--- config.mk ---
export PLATFORM = sky130hd
export DESIGN_NAME = vcp_wb_cmd_bridge
export DESIGN_NICKNAME = d
export VERILOG_FILES = /design/src/rtl/vcp_bridge_pkg.sv /design/src/rtl/vcp_sync_fifo.sv /design/src/rtl/vcp_wb_cmd_bridge.sv
export SDC_FILE = /design/constraint.sdc
export NUM_CORES = 1
export LEC_CHECK = 0
export BUFFER_PORTS_ARGS = -buffer_cell sky130_fd_sc_hd__buf_2
export CORE_ASPECT_RATIO = 1.25
export CORE_MARGIN = 1.5
export CORE_UTILIZATION = 45
export CTS_BUF_LIST = sky130_fd_sc_hd__clkbuf_2 sky130_fd_sc_hd__clkbuf_4 sky130_fd_sc_hd__clkbuf_8
export DETAILED_ROUTE_END_ITERATION = 6
export GPL_TIMING_DRIVEN = 0
export PLACE_DENSITY = 0.65
export RECOVER_POWER = 25
export SLEW_MARGIN = 10
export SYNTH_ARGS = -nofsm -noshare
export SYNTH_HDL_FRONTEND = slang
export SYNTH_SLANG_ARGS = --single-unit
--- constraint.sdc ---
create_clock -name clk -period 7.2 [get_ports clk]
set_clock_uncertainty 0.2 [all_clocks]
set_input_delay 0.36 -clock clk [delete_from_list [all_inputs] [get_ports clk]]
set_output_delay 0.36 -clock clk [all_outputs]
set_load 0.01 [all_outputs]
--- src/rtl/vcp_bridge_pkg.sv ---
// Shared definitions for the vector coprocessor Wishbone command bridge.
//   - Word offsets of the 4-word register window (address bits [3:2])
//   - STATUS and CTRL bit positions
//   - Bridge FSM state encoding
package vcp_bridge_pkg;

  localparam int DATA_W = 32;

  // Word index within the window (byte offset >> 2)
  localparam logic [1:0] REG_CMD    = 2'd0;  // 0x0 W: push command
  localparam logic [1:0] REG_RSP    = 2'd1;  // 0x4 R: pop result
  localparam logic [1:0] REG_STATUS = 2'd2;  // 0x8 R: status, clears err
  localparam logic [1:0] REG_CTRL   = 2'd3;  // 0xC W: flush / irq enable

  // STATUS fields
  localparam int ST_CMD_CNT_LSB = 0;
  localparam int ST_RSP_CNT_LSB = 8;
  localparam int ST_CMD_FULL    = 16;
  localparam int ST_RSP_EMPTY   = 17;
  localparam int ST_ERR         = 18;
  localparam int ST_IRQ_EN      = 19;

  // CTRL fields
  localparam int CTRL_FLUSH  = 0;
  localparam int CTRL_IRQ_EN = 1;

  typedef enum logic [1:0] {
    S_IDLE       = 2'd0,
    S_WAIT_SPACE = 2'd1,
    S_ACK        = 2'd2
  } bridge_state_t;

endpackage

--- src/rtl/vcp_sync_fifo.sv ---
// Single-clock FIFO with flush, used for both the command and result queues.
// Ports:
//   clk, reset (synchronous, active-low)
//   i_push/i_wdata : write side; a push while full (start of cycle) is refused
//   i_pop/o_rdata  : read side; o_rdata is the current head (show-ahead)
//   i_flush        : empties the FIFO, overriding any same-cycle push/pop
//   o_full/o_empty/o_count : occupancy, count is clog2(DEPTH)+1 bits wide
// DEPTH must be a power of two so the pointers wrap naturally.
module vcp_sync_fifo #(
  parameter int WIDTH = 32,
  parameter int DEPTH = 4,
  localparam int PTR_W = $clog2(DEPTH),
  localparam int CNT_W = PTR_W + 1
) (
  input  logic             clk,
  input  logic             reset,
  input  logic             i_push,
  input  logic [WIDTH-1:0] i_wdata,
  input  logic             i_pop,
  input  logic             i_flush,
  output logic [WIDTH-1:0] o_rdata,
  output logic             o_full,
  output logic             o_empty,
  output logic [CNT_W-1:0] o_count
);

  logic [WIDTH-1:0] r_mem [DEPTH];
  logic [PTR_W-1:0] r_wr_ptr;
  logic [PTR_W-1:0] r_rd_ptr;
  logic [CNT_W-1:0] r_count;
  logic             w_do_push;
  logic             w_do_pop;

  assign o_full    = (r_count == CNT_W'(DEPTH));
  assign o_empty   = (r_count == '0);
  assign o_count   = r_count;
  assign o_rdata   = r_mem[r_rd_ptr];
  // Both qualifiers use start-of-cycle occupancy: a pop does not make room
  // for a push in the same cycle when full.
  assign w_do_push = i_push & ~o_full;
  assign w_do_pop  = i_pop & ~o_empty;

  always_ff @(posedge clk) begin
    if (!reset) begin
      r_wr_ptr <= '0;
      r_rd_ptr <= '0;
      r_count  <= '0;
    end else if (i_flush) begin
      r_wr_ptr <= '0;
      r_rd_ptr <= '0;
      r_count  <= '0;
    end else begin
      if (w_do_push) r_wr_ptr <= r_wr_ptr + 1'b1;
      if (w_do_pop)  r_rd_ptr <= r_rd_ptr + 1'b1;
      case ({w_do_push, w_do_pop})
        2'b10:   r_count <= r_count + 1'b1;
        2'b01:   r_count <= r_count - 1'b1;
        default: r_count <= r_count;
      endcase
    end
  end

  // Storage carries no reset; only the pointers define validity.
  always_ff @(posedge clk) begin
    if (reset && w_do_push && !i_flush) r_mem[r_wr_ptr] <= i_wdata;
  end

endmodule

--- src/rtl/vcp_wb_cmd_bridge.sv ---
// Wishbone slave front end of the vector coprocessor.
// Decodes a 4-word window at BASE_ADDR, queues commands toward the core
// (valid/ready) and queues core results for the host to read back.
// Ports:
//   clk, reset (synchronous, active-low)
//   wbs_*         : Wishbone slave (stb/cyc/we/sel/adr/dat_i, ack/dat_o)
//   cmd_valid_o/cmd_data_o/cmd_ready_i : command stream to the core
//   rsp_valid_i/rsp_data_i/rsp_ready_o : result stream from the core
//   irq_o         : result-available interrupt
// Build option: define VCP_BRIDGE_IRQ_EN to drive irq_o from
//   irq_en & result-FIFO-non-empty (registered); otherwise irq_o is 0.
module vcp_wb_cmd_bridge
  import vcp_bridge_pkg::*;
#(
  parameter logic [31:0] BASE_ADDR = 32'h3000_0000,
  parameter int          CMD_DEPTH = 4,
  parameter int          RSP_DEPTH = 4
) (
  input  logic              clk,
  input  logic              reset,
  input  logic              wbs_stb_i,
  input  logic              wbs_cyc_i,
  input  logic              wbs_we_i,
  input  logic [3:0]        wbs_sel_i,
  input  logic [31:0]       wbs_adr_i,
  input  logic [DATA_W-1:0] wbs_dat_i,
  output logic              wbs_ack_o,
  output logic [DATA_W-1:0] wbs_dat_o,
  output logic              cmd_valid_o,
  output logic [DATA_W-1:0] cmd_data_o,
  input  logic              cmd_ready_i,
  input  logic              rsp_valid_i,
  input  logic [DATA_W-1:0] rsp_data_i,
  output logic              rsp_ready_o,
  output logic              irq_o
);

  localparam int CMD_CNT_W = $clog2(CMD_DEPTH) + 1;
  localparam int RSP_CNT_W = $clog2(RSP_DEPTH) + 1;

  bridge_state_t       r_state;
  bridge_state_t       w_state_next;
  logic [DATA_W-1:0]   r_dat;
  logic [DATA_W-1:0]   w_dat_next;
  logic                r_err;
  logic                r_irq_en;

  logic                w_hit, w_req;
  logic [1:0]          w_off;
  logic                w_cmd_push, w_rsp_pop, w_flush;
  logic                w_set_err, w_clr_err, w_irq_en_wr;
  logic                w_cmd_full, w_cmd_empty, w_rsp_full, w_rsp_empty;
  logic [CMD_CNT_W-1:0] w_cmd_count;
  logic [RSP_CNT_W-1:0] w_rsp_count;
  logic [DATA_W-1:0]   w_rsp_head;
  logic [DATA_W-1:0]   w_status;
  logic                w_unused_adr;

  assign w_hit        = (wbs_adr_i[31:4] == BASE_ADDR[31:4]);
  assign w_req        = wbs_stb_i & wbs_cyc_i & w_hit;
  assign w_off        = wbs_adr_i[3:2];
  assign w_unused_adr = ^wbs_adr_i[1:0];

  vcp_sync_fifo #(.WIDTH(DATA_W), .DEPTH(CMD_DEPTH)) u_cmd_fifo (
    .clk(clk), .reset(reset),
    .i_push(w_cmd_push), .i_wdata(wbs_dat_i),
    .i_pop(cmd_ready_i), .i_flush(w_flush),
    .o_rdata(cmd_data_o), .o_full(w_cmd_full), .o_empty(w_cmd_empty),
    .o_count(w_cmd_count)
  );

  vcp_sync_fifo #(.WIDTH(DATA_W), .DEPTH(RSP_DEPTH)) u_rsp_fifo (
    .clk(clk), .reset(reset),
    .i_push(rsp_valid_i), .i_wdata(rsp_data_i),
    .i_pop(w_rsp_pop), .i_flush(w_flush),
    .o_rdata(w_rsp_head), .o_full(w_rsp_full), .o_empty(w_rsp_empty),
    .o_count(w_rsp_count)
  );

  assign cmd_valid_o = ~w_cmd_empty;
  assign rsp_ready_o = ~w_rsp_full;
  assign wbs_ack_o   = (r_state == S_ACK);
  assign wbs_dat_o   = r_dat;

  always_comb begin
    w_status = '0;
    w_status[ST_CMD_CNT_LSB +: 8] = 8'(w_cmd_count);
    w_status[ST_RSP_CNT_LSB +: 8] = 8'(w_rsp_count);
    w_status[ST_CMD_FULL]         = w_cmd_full;
    w_status[ST_RSP_EMPTY]        = w_rsp_empty;
    w_status[ST_ERR]              = r_err;
    w_status[ST_IRQ_EN]           = r_irq_en;
  end

  always_ff @(posedge clk) begin
    if (!reset) r_state <= S_IDLE;
    else        r_state <= w_state_next;
  end

  // Read data is recomputed every cycle, so wbs_dat_o is only non-zero
  // during the ACK cycle of a read that returns data.
  always_comb begin
    w_state_next = r_state;
    w_dat_next   = '0;
    w_cmd_push   = 1'b0;
    w_rsp_pop    = 1'b0;
    w_flush      = 1'b0;
    w_set_err    = 1'b0;
    w_clr_err    = 1'b0;
    w_irq_en_wr  = 1'b0;
    case (r_state)
      S_IDLE: begin
        if (w_req) begin
          w_state_next = S_ACK;
          if (wbs_we_i) begin
            case (w_off)
              REG_CMD: begin
                if (wbs_sel_i != 4'hF)  w_set_err    = 1'b1;
                else if (w_cmd_full)    w_state_next = S_WAIT_SPACE;
                else                    w_cmd_push   = 1'b1;
              end
              REG_CTRL: begin
                w_flush     = wbs_dat_i[CTRL_FLUSH];
                w_irq_en_wr = 1'b1;
              end
              default: ;
            endcase
          end else begin
            case (w_off)
              REG_RSP: begin
                if (w_rsp_empty) begin
                  w_set_err = 1'b1;
                end else begin
                  w_rsp_pop  = 1'b1;
                  w_dat_next = w_rsp_head;
                end
              end
              REG_STATUS: begin
                w_dat_next = w_status;
                w_clr_err  = 1'b1;
              end
              default: ;
            endcase
          end
        end
      end
      S_WAIT_SPACE: begin
        // Master abandoning the cycle cancels the held write.
        if (!wbs_cyc_i) begin
          w_state_next = S_IDLE;
        end else if (!w_cmd_full) begin
          w_cmd_push   = 1'b1;
          w_state_next = S_ACK;
        end
      end
      S_ACK:   w_state_next = S_IDLE;
      default: w_state_next = S_IDLE;
    endcase
  end

  always_ff @(posedge clk) begin
    if (!reset) begin
      r_dat    <= '0;
      r_err    <= 1'b0;
      r_irq_en <= 1'b0;
    end else begin
      r_dat <= w_dat_next;
      if (w_set_err)      r_err <= 1'b1;
      else if (w_clr_err) r_err <= 1'b0;
      if (w_irq_en_wr) r_irq_en <= wbs_dat_i[CTRL_IRQ_EN];
    end
  end

`ifdef VCP_BRIDGE_IRQ_EN
  logic r_irq;
  always_ff @(posedge clk) begin
    if (!reset) r_irq <= 1'b0;
    else        r_irq <= r_irq_en & ~w_rsp_empty;
  end
  assign irq_o = r_irq;
`else
  assign irq_o = 1'b0;
`endif

endmodule

==> flow_metrics.tcl, run 1 <==
set metrics [dict create \
    r2r_start "u_cmd_fifo.o_count[2]$_SDFFE_PP0P_" \
    max_freq_mhz 312 \
    path_buf_inv 2 \
    drv_cap 0 \
    rows 65 \
    netlist_top_cells_count "edfxtp_1 (256), mux4_2 (64), dfxtp_1 (54)" \
    synth.cell_area_um2 11700 \
    min_path_cells 4 \
    ctsLongestPathBuffers 3 \
    tightestPinTransition_ps 928 \
    dieHeight_um 183 \
    multi_input_area_um2 2750 \
    power.leakage_nw 5.09 \
    ctsHoldBuffers 68 \
    grt_pass1_wl_mm 36.9 \
    end_kind "register" \
    path_clk_slew_ps 60 \
    r2r_cells 12 \
    yosysWarnings 0 \
    cts.sink_count 310 \
    nets 996 \
    post-route-period-util_pct 44.5 \
    seq_area_frac_synth_pct 75.1 \
    hold_start "cmd_ready_i" \
    dp_hpwl_mm 15.4 \
    cpPeakStageDelay_ps 710 \
    cp_top_family "simple AND/OR/NAND/NOR gates" \
    ys_ff_latch 310 \
    drcViolationCount 0 \
    postRouteAntennaNets 0 \
    synthTopCellsByArea "edfxtp_1 (66%), mux4_2 (12%), dfxtp_1 (9.3%)" \
    synth_top_area_share_pct 65.9 \
    worstPathMaxFanout 5 \
    grt_setup_unrepaired "no" \
    clk_latency_ps 550 \
    setup_tns_ps 0 \
    post_cts_buffers 0 \
    routed_via_density 5.00 \
    synth.largest_area_cell "edfxtp_1" \
    min_period_ps 3200 \
    tritoncts "done" \
    whs_endpoint "u_cmd_fifo.r_rd_ptr[0]$_SDFFE_PP0P_" \
    worstHoldPathType "input port to register" \
    synth.distinct_cells 48 \
    finalMaxSlewViolations 0 \
    io_buffers 170 \
    grt_max_degree 31 \
    first_iter_violations 179 \
    irDropWorstVdd_mv 0.166 \
    wirelength_mm 23.2 \
    track_usage_pct 17.8 \
    hold_violations 0 \
    crit_path_start_kind "register" \
    drive_above_1_share_pct 36.2 \
    r2r-end "u_cmd_fifo.o_count[2]$_SDFFE_PP0P_" \
    crit_type "register to register" \
    routabilityCongestion 0.769 \
    netlist_instances 577 \
    slew_headroom_pct 38.1 \
    finalPower_w 0.00356 \
    synthFlopType "edfxtp_1" \
    start_util_pct 46.0 \
    grt-ovfl-total 0 \
    drt_pass1_iterations 4 \
    async_flop_share_pct 0 \
    synth_edf_count 256 \
    status "completed" \
    fill_cells 2029 \
    crit_chain "nor3b_1, or4_1, nor4_2, or2_2, inv_1, ha_1, inv_1, fa_1, xor2_1, nor2_1, xnor2_1, nor2_1" \
    synth_nets 700 \
    clock-root-buffer "clkbuf_8" \
    synth.most_common_cell "edfxtp_1" \
    final-setup-viol-count 0 \
    fp.coreArea_um2 25400 \
    slowest_stage "nor3b_1" \
    wl_per_cell_um 18.6 \
    htreeDepth 2 \
    antenna_cells 0 \
    numCtsBuffers 48 \
    io_pins 175 \
    area_growth_pct 26.2 \
    die_width_um 147 \
    grt_antenna_before_repair 0 \
    die_area_um2 26900 \
    cp_data_arrival_time_ps 3410 \
    grt_pass1_vias 6988 \
    powerDensity_nw_per_um2 242 \
    rrSetupSlack_ps 4000 \
    post_cts_resized 0 \
    cp.required_ps 7410 \
    via_count 6236 \
    seq_area_um2 8770 \
    syn_area_per_cell_um2 20.2 \
]
## kinds of logic (layout without fill, tap and decap cells)
group           count (synthesis)  after routing  synth area share (%)
other cells                     1              1                0.0321
compound gates                 27             27                  1.66
flops                         310            310                  75.1
xor+xnor                       10             10                 0.750
simple gates                  112            112                  6.73
buf+inv                        36            370                  1.40
mux                            65             65                  12.4
fa+ha+maj                      16             16                  1.84
## worst reg2reg max path, delay by kind of cell, from the launching register on
family        cells  cell delay, ps
fa+ha+maj         2             560
flops             1             390
simple gates      6            1500
buf+inv           2             160
xor+xnor          2             280
## stage by stage
step	util (%)	area [µm²]	std cells	setup slack, ps	hold slack [ps]
6_report	58.0	14700	1246	4000	90.8
5_1_grt	58.0	14700	1246	3770	123
4_1_cts	58.3	14800	1246	3920	77.8
3_5_place_dp	51.7	13100	1090	3890	303
3_3_place_gp	51.0	12900	1082	3250	276
2_1_floorplan	-	11700	577	4070	250
## where the power goes
part | leakage [nW] | internal (W) | switching (W)
logic | 1.82 | 0.0000654 | 0.0000615
registers | 2.75 | 0.00196 | 0.00000697
clock network | 0.524 | 0.000822 | 0.000641
total | 5.09 | 0.00285 | 0.000709
## layer usage
layer	up-vias	global-route usage, %	share of wire, %
li1	2895	-	-
met1	3117	20.0	38
met2	185	33.3	54
met3	39	4.00	5.2
met4	0	5.72	2.1
met5	-	0	0
## how the worst max path moves through the flow
| stage | start | slack (ps) | endpoint | cells past startpoint |
|---|---|---|---|---|
| floorplan | wbs_adr_i[2] | 4070 | u_cmd_fifo.r_mem[0][0]$_DFFE_PP_ | 7 |
| global placement | wbs_adr_i[2] | 3250 | u_cmd_fifo.r_mem[0][27]$_DFFE_PP_ | 8 |
| detailed placement | wbs_adr_i[2] | 3890 | u_cmd_fifo.o_count[1]$_SDFFE_PP0P_ | 14 |
| CTS | u_cmd_fifo.o_count[2]$_SDFFE_PP0P_ | 3920 | u_cmd_fifo.o_count[2]$_SDFFE_PP0P_ | 12 |
| global route | u_cmd_fifo.o_count[2]$_SDFFE_PP0P_ | 3770 | u_cmd_fifo.o_count[2]$_SDFFE_PP0P_ | 11 |
| finish | u_cmd_fifo.o_count[2]$_SDFFE_PP0P_ | 4000 | u_cmd_fifo.o_count[2]$_SDFFE_PP0P_ | 12 |
## registers in the layout, indices dropped and copies added, names as in the netlist, 2 cells and up, named ones only
register and flops:
u_rsp_fifo.r_wr_ptr 2, r_state 2, u_cmd_fifo.r_mem 128, wbs_dat_o 32
u_rsp_fifo.r_mem 128, u_rsp_fifo.r_rd_ptr 2, u_cmd_fifo.r_rd_ptr 2, u_rsp_fifo.o_count 3
u_cmd_fifo.o_count 3, u_cmd_fifo.r_wr_ptr 2
## area by class of cell
cell class / count / share of cell area [%]
multi-input combinational: 231 / 18.7
clock inverter: 20 / 0.968
tap: 335 / 2.85
inverter: 15 / 0.382
timing repair buffer: 246 / 11.2
sequential: 310 / 59.5
buffer: 21 / 0.731
clock buffer: 68 / 5.67
## cell usage in the layout (no fill, tap or decap), types with 3 or more instances in the layout
cell             n
edfxtp_1       256
buf_2          131
dlygate4sd3_1   68
mux4_2          64
clkbuf_1        54
dfxtp_1         54
clkbuf_8        52
nor2_1          33
clkbuf_4        16
inv_1           15
ha_1            14
nand2_1         10
nor2b_4         10
a22oi_1         10
nor2b_2         10
clkinv_2         9
clkinv_1         8
a21oi_1          6
buf_12           6
xnor2_1          5
xor2_1           5
nor4_2           4
or3_1            4
nand3_1          4
nor3_1           4
and3_2           4
and2_2           4
nand3b_1         3
buf_1            3
nor2b_1          3
o21ai_0          3
No activity file was read; power rests on OpenSTA's default activity.
==> run 2: changes to the inputs <==
ABC_AREA = 1   (was unset)
clock period = 3.05 ns   (was 7.2 ns; I/O delays follow)
==> run 2 against run 1 <==
Compared with the run above: final cell count increased by 29%; register-to-register slack got worse by 3600 ps; non-clock buffer count grew 37; first-iteration DRC count up 96%; wire length rose by 14%; utilization is 0.15 points higher; largest power group unchanged.
==> flow_metrics.tcl, run 2 <==
set metrics [dict create \
    status "completed" \
    clock-root-buffer "clkbuf_8" \
    drcViolationCount 0 \
    highest_layer "met4" \
    netlist_top_cells_count "edfxtp_1 (256), nor2_1 (149), nand2_1 (101)" \
    final_util_pct 58.2 \
    nets 1360 \
    stdcell_area_um2 15100 \
    pwr-share-comb_pct 3.7 \
    synthTopCellsByArea "edfxtp_1 (65%), dfxtp_1 (9.1%), nor2_1 (4.7%)" \
    path_clk_slew_ps 60 \
    crit_type "input port to register" \
    io_buffers 170 \
    slew_headroom_pct 59.1 \
    placed_area_um2 13400 \
    dp_hpwl_mm 17.1 \
    dp_cells 1447 \
    hold_violations 0 \
    yosysWarnings 0 \
    worstPathMaxFanout 17 \
    power_frac_seq_pct 55.9 \
    synth_edf_count 256 \
    synth_top_area_share_pct 64.6 \
    post-route-period-util_pct 89.4 \
    end_kind "register" \
    final_cells 1613 \
    grt_antenna_before_repair 0 \
    synth.distinct_cells 34 \
    ctsLongestPathBuffers 3 \
    antenna_cells 0 \
    routed_via_density 5.00 \
    min_period_ps 2730 \
    wl_per_cell_um 16.4 \
    grt-ovfl-total 0 \
    powerDensity_nw_per_um2 548 \
    via_count 8063 \
    area_growth_pct 27.1 \
    netlist_instances 929 \
    crit_path_start_kind "input port" \
    layout_common_cells "edfxtp_1 (256), nor2_1 (141), buf_2 (132), nand2_1 (101), o21ai_0 (91)" \
    wl_met3_mm 1.51 \
    synth.largest_area_cell "edfxtp_1" \
    synth_nets 1052 \
    die_width_um 148 \
    drv_cap 0 \
    dr_wl_met2_mm 13.9 \
    final_common_cell "edfxtp_1" \
    cp_data_arrival_time_ps 2770 \
    postRouteAntennaNets 0 \
    max_freq_mhz 367 \
    final-setup-viol-count 0 \
    synth.cell_area_um2 11900 \
    numCtsBuffers 46 \
    grt_pass1_vias 8377 \
    wirelength_mm 26.4 \
    grt_max_degree 23 \
    clk_latency_ps 550 \
    fp.coreArea_um2 26000 \
    ys_ff_latch 310 \
    die_area_um2 27400 \
    io_pins 175 \
    routabilityCongestion 0.803 \
    intPower_w 0.00663 \
    grt_pass1_wl_mm 42.1 \
    drive_above_1_share_pct 20.6 \
    rows 66 \
    tightestPinTransition_ps 612 \
    seq_area_frac_synth_pct 73.6 \
    worstHoldPathType "input port to register" \
    cp.required_ps 3090 \
    power.leakage_nw 5.55 \
    irDropWorstVdd_mv 0.384 \
    drt_pass1_iterations 4 \
    tritoncts "done" \
    drt-met1-wl_mm 10.3 \
    async_flop_share_pct 0 \
    htreeDepth 2 \
    fill_cells 2133 \
    rrSetupSlack_ps 390 \
    first_iter_violations 350 \
    track_usage_pct 19.7 \
    hold_slack_ps 35.6 \
    start_util_pct 45.8 \
    dieHeight_um 185 \
    finalMaxSlewViolations 0 \
    switchingPower_w 0.00167 \
    grt_setup_unrepaired "no" \
    clkPwrFrac_pct 40.5 \
    synthFlopType "edfxtp_1" \
    cts.sink_count 310 \
    syn_area_per_cell_um2 12.8 \
    p_sw_share_pct 20.2 \
    synth.most_common_cell "edfxtp_1" \
]
run 2: cell count changes in the layout (fill, tap and decap cells not counted), moves of 27 or more:
cell     delta
o22ai_1    +43
mux4_2     -64
inv_1      +27
o21ai_0    +88
a21oi_1    +28
nand2_1    +91
nor2_1    +108
run 2: final cells by class:
type                            instances  area (µm²)  share of cell area (%)
Buffer                                 44         190                    1.26
Clock buffer                           66         796                    5.26
Clock inverter                         18         140                   0.926
Inverter                               45         169                    1.12
Multi-Input combinational cell        530        2840                    18.8
Sequential cell                       310        8770                    57.9
Tap cell                              340         425                    2.81
Timing Repair Buffer                  260        1810                    11.9
run 2: what timing repair did:
item / in CTS / in global routing
buffers inserted: 0 / 1
hold buffers: 82 / 0
hold endpoints to repair: 304 / 0
gates resized for setup: 0 / 1
endpoints found under the setup margin: 0 / 2
run 2: power groups by stage:
stage               clock network, W  logic [W]  registers (W)
global placement                   0   0.000217        0.00473
detailed placement                 0   0.000236        0.00473
finish                       0.00336   0.000304        0.00464
floorplan                          0  0.0000920        0.00473
CTS                          0.00346   0.000313        0.00464
global route                 0.00364   0.000338        0.00464
run 2: layer usage:
metal / track usage [%] / up-vias
li1: - / 3959
met1: 21.3 / 3821
met2: 36.9 / 226
met3: 4.33 / 57
met4: 8.04 / 0
met5: 0 / -
run 2: stage by stage:
stage	setup TNS, ps	total power [W]	worst slack (ps)
after global routing	0	0.00861	138
final	0	0.00830	325
after detailed placement	0	0.00496	274
after global placement	-293360	0.00495	-1300
after CTS	0	0.00841	163
after floorplan	0	0.00482	24.8
run 2: worst paths after layout:
kind | startpoint | endpoint | cells past startpoint
setup reg to reg | u_cmd_fifo.o_count[0]$_SDFFE_PP0P_ | u_cmd_fifo.r_mem[3][4]$_DFFE_PP_ | 9
hold reg to reg | u_rsp_fifo.r_wr_ptr[0]$_SDFFE_PP0P_ | u_rsp_fifo.r_wr_ptr[0]$_SDFFE_PP0P_ | 2
hold / removal | wbs_adr_i[26] | wbs_dat_o[10]$_SDFF_PP0_ | 8
setup / recovery | wbs_adr_i[27] | u_cmd_fifo.r_mem[3][4]$_DFFE_PP_ | 12
run 2: logic make-up after synthesis:
kind of cell / synth area share, %
and+or+nand+nor: 11.1
xor gates and xnor gates: 0.441
other: 0.0315
adders and majority gates: 1.81
DFF: 73.6
AOI/OAI and AO/OA: 9.91
buffers and inverters: 3.02
run 2: critical path, cell delays in order:
cell and delay (ps):
dlygate4sd3_1 540, buf_2 130, nor2_1 100, nand2_1 60, nor2_1 110, nand2_1 70, nor2_2 190, nand4_1 230
nand2_1 140, nand2_1 230, nor2_4 560, buf_16 230
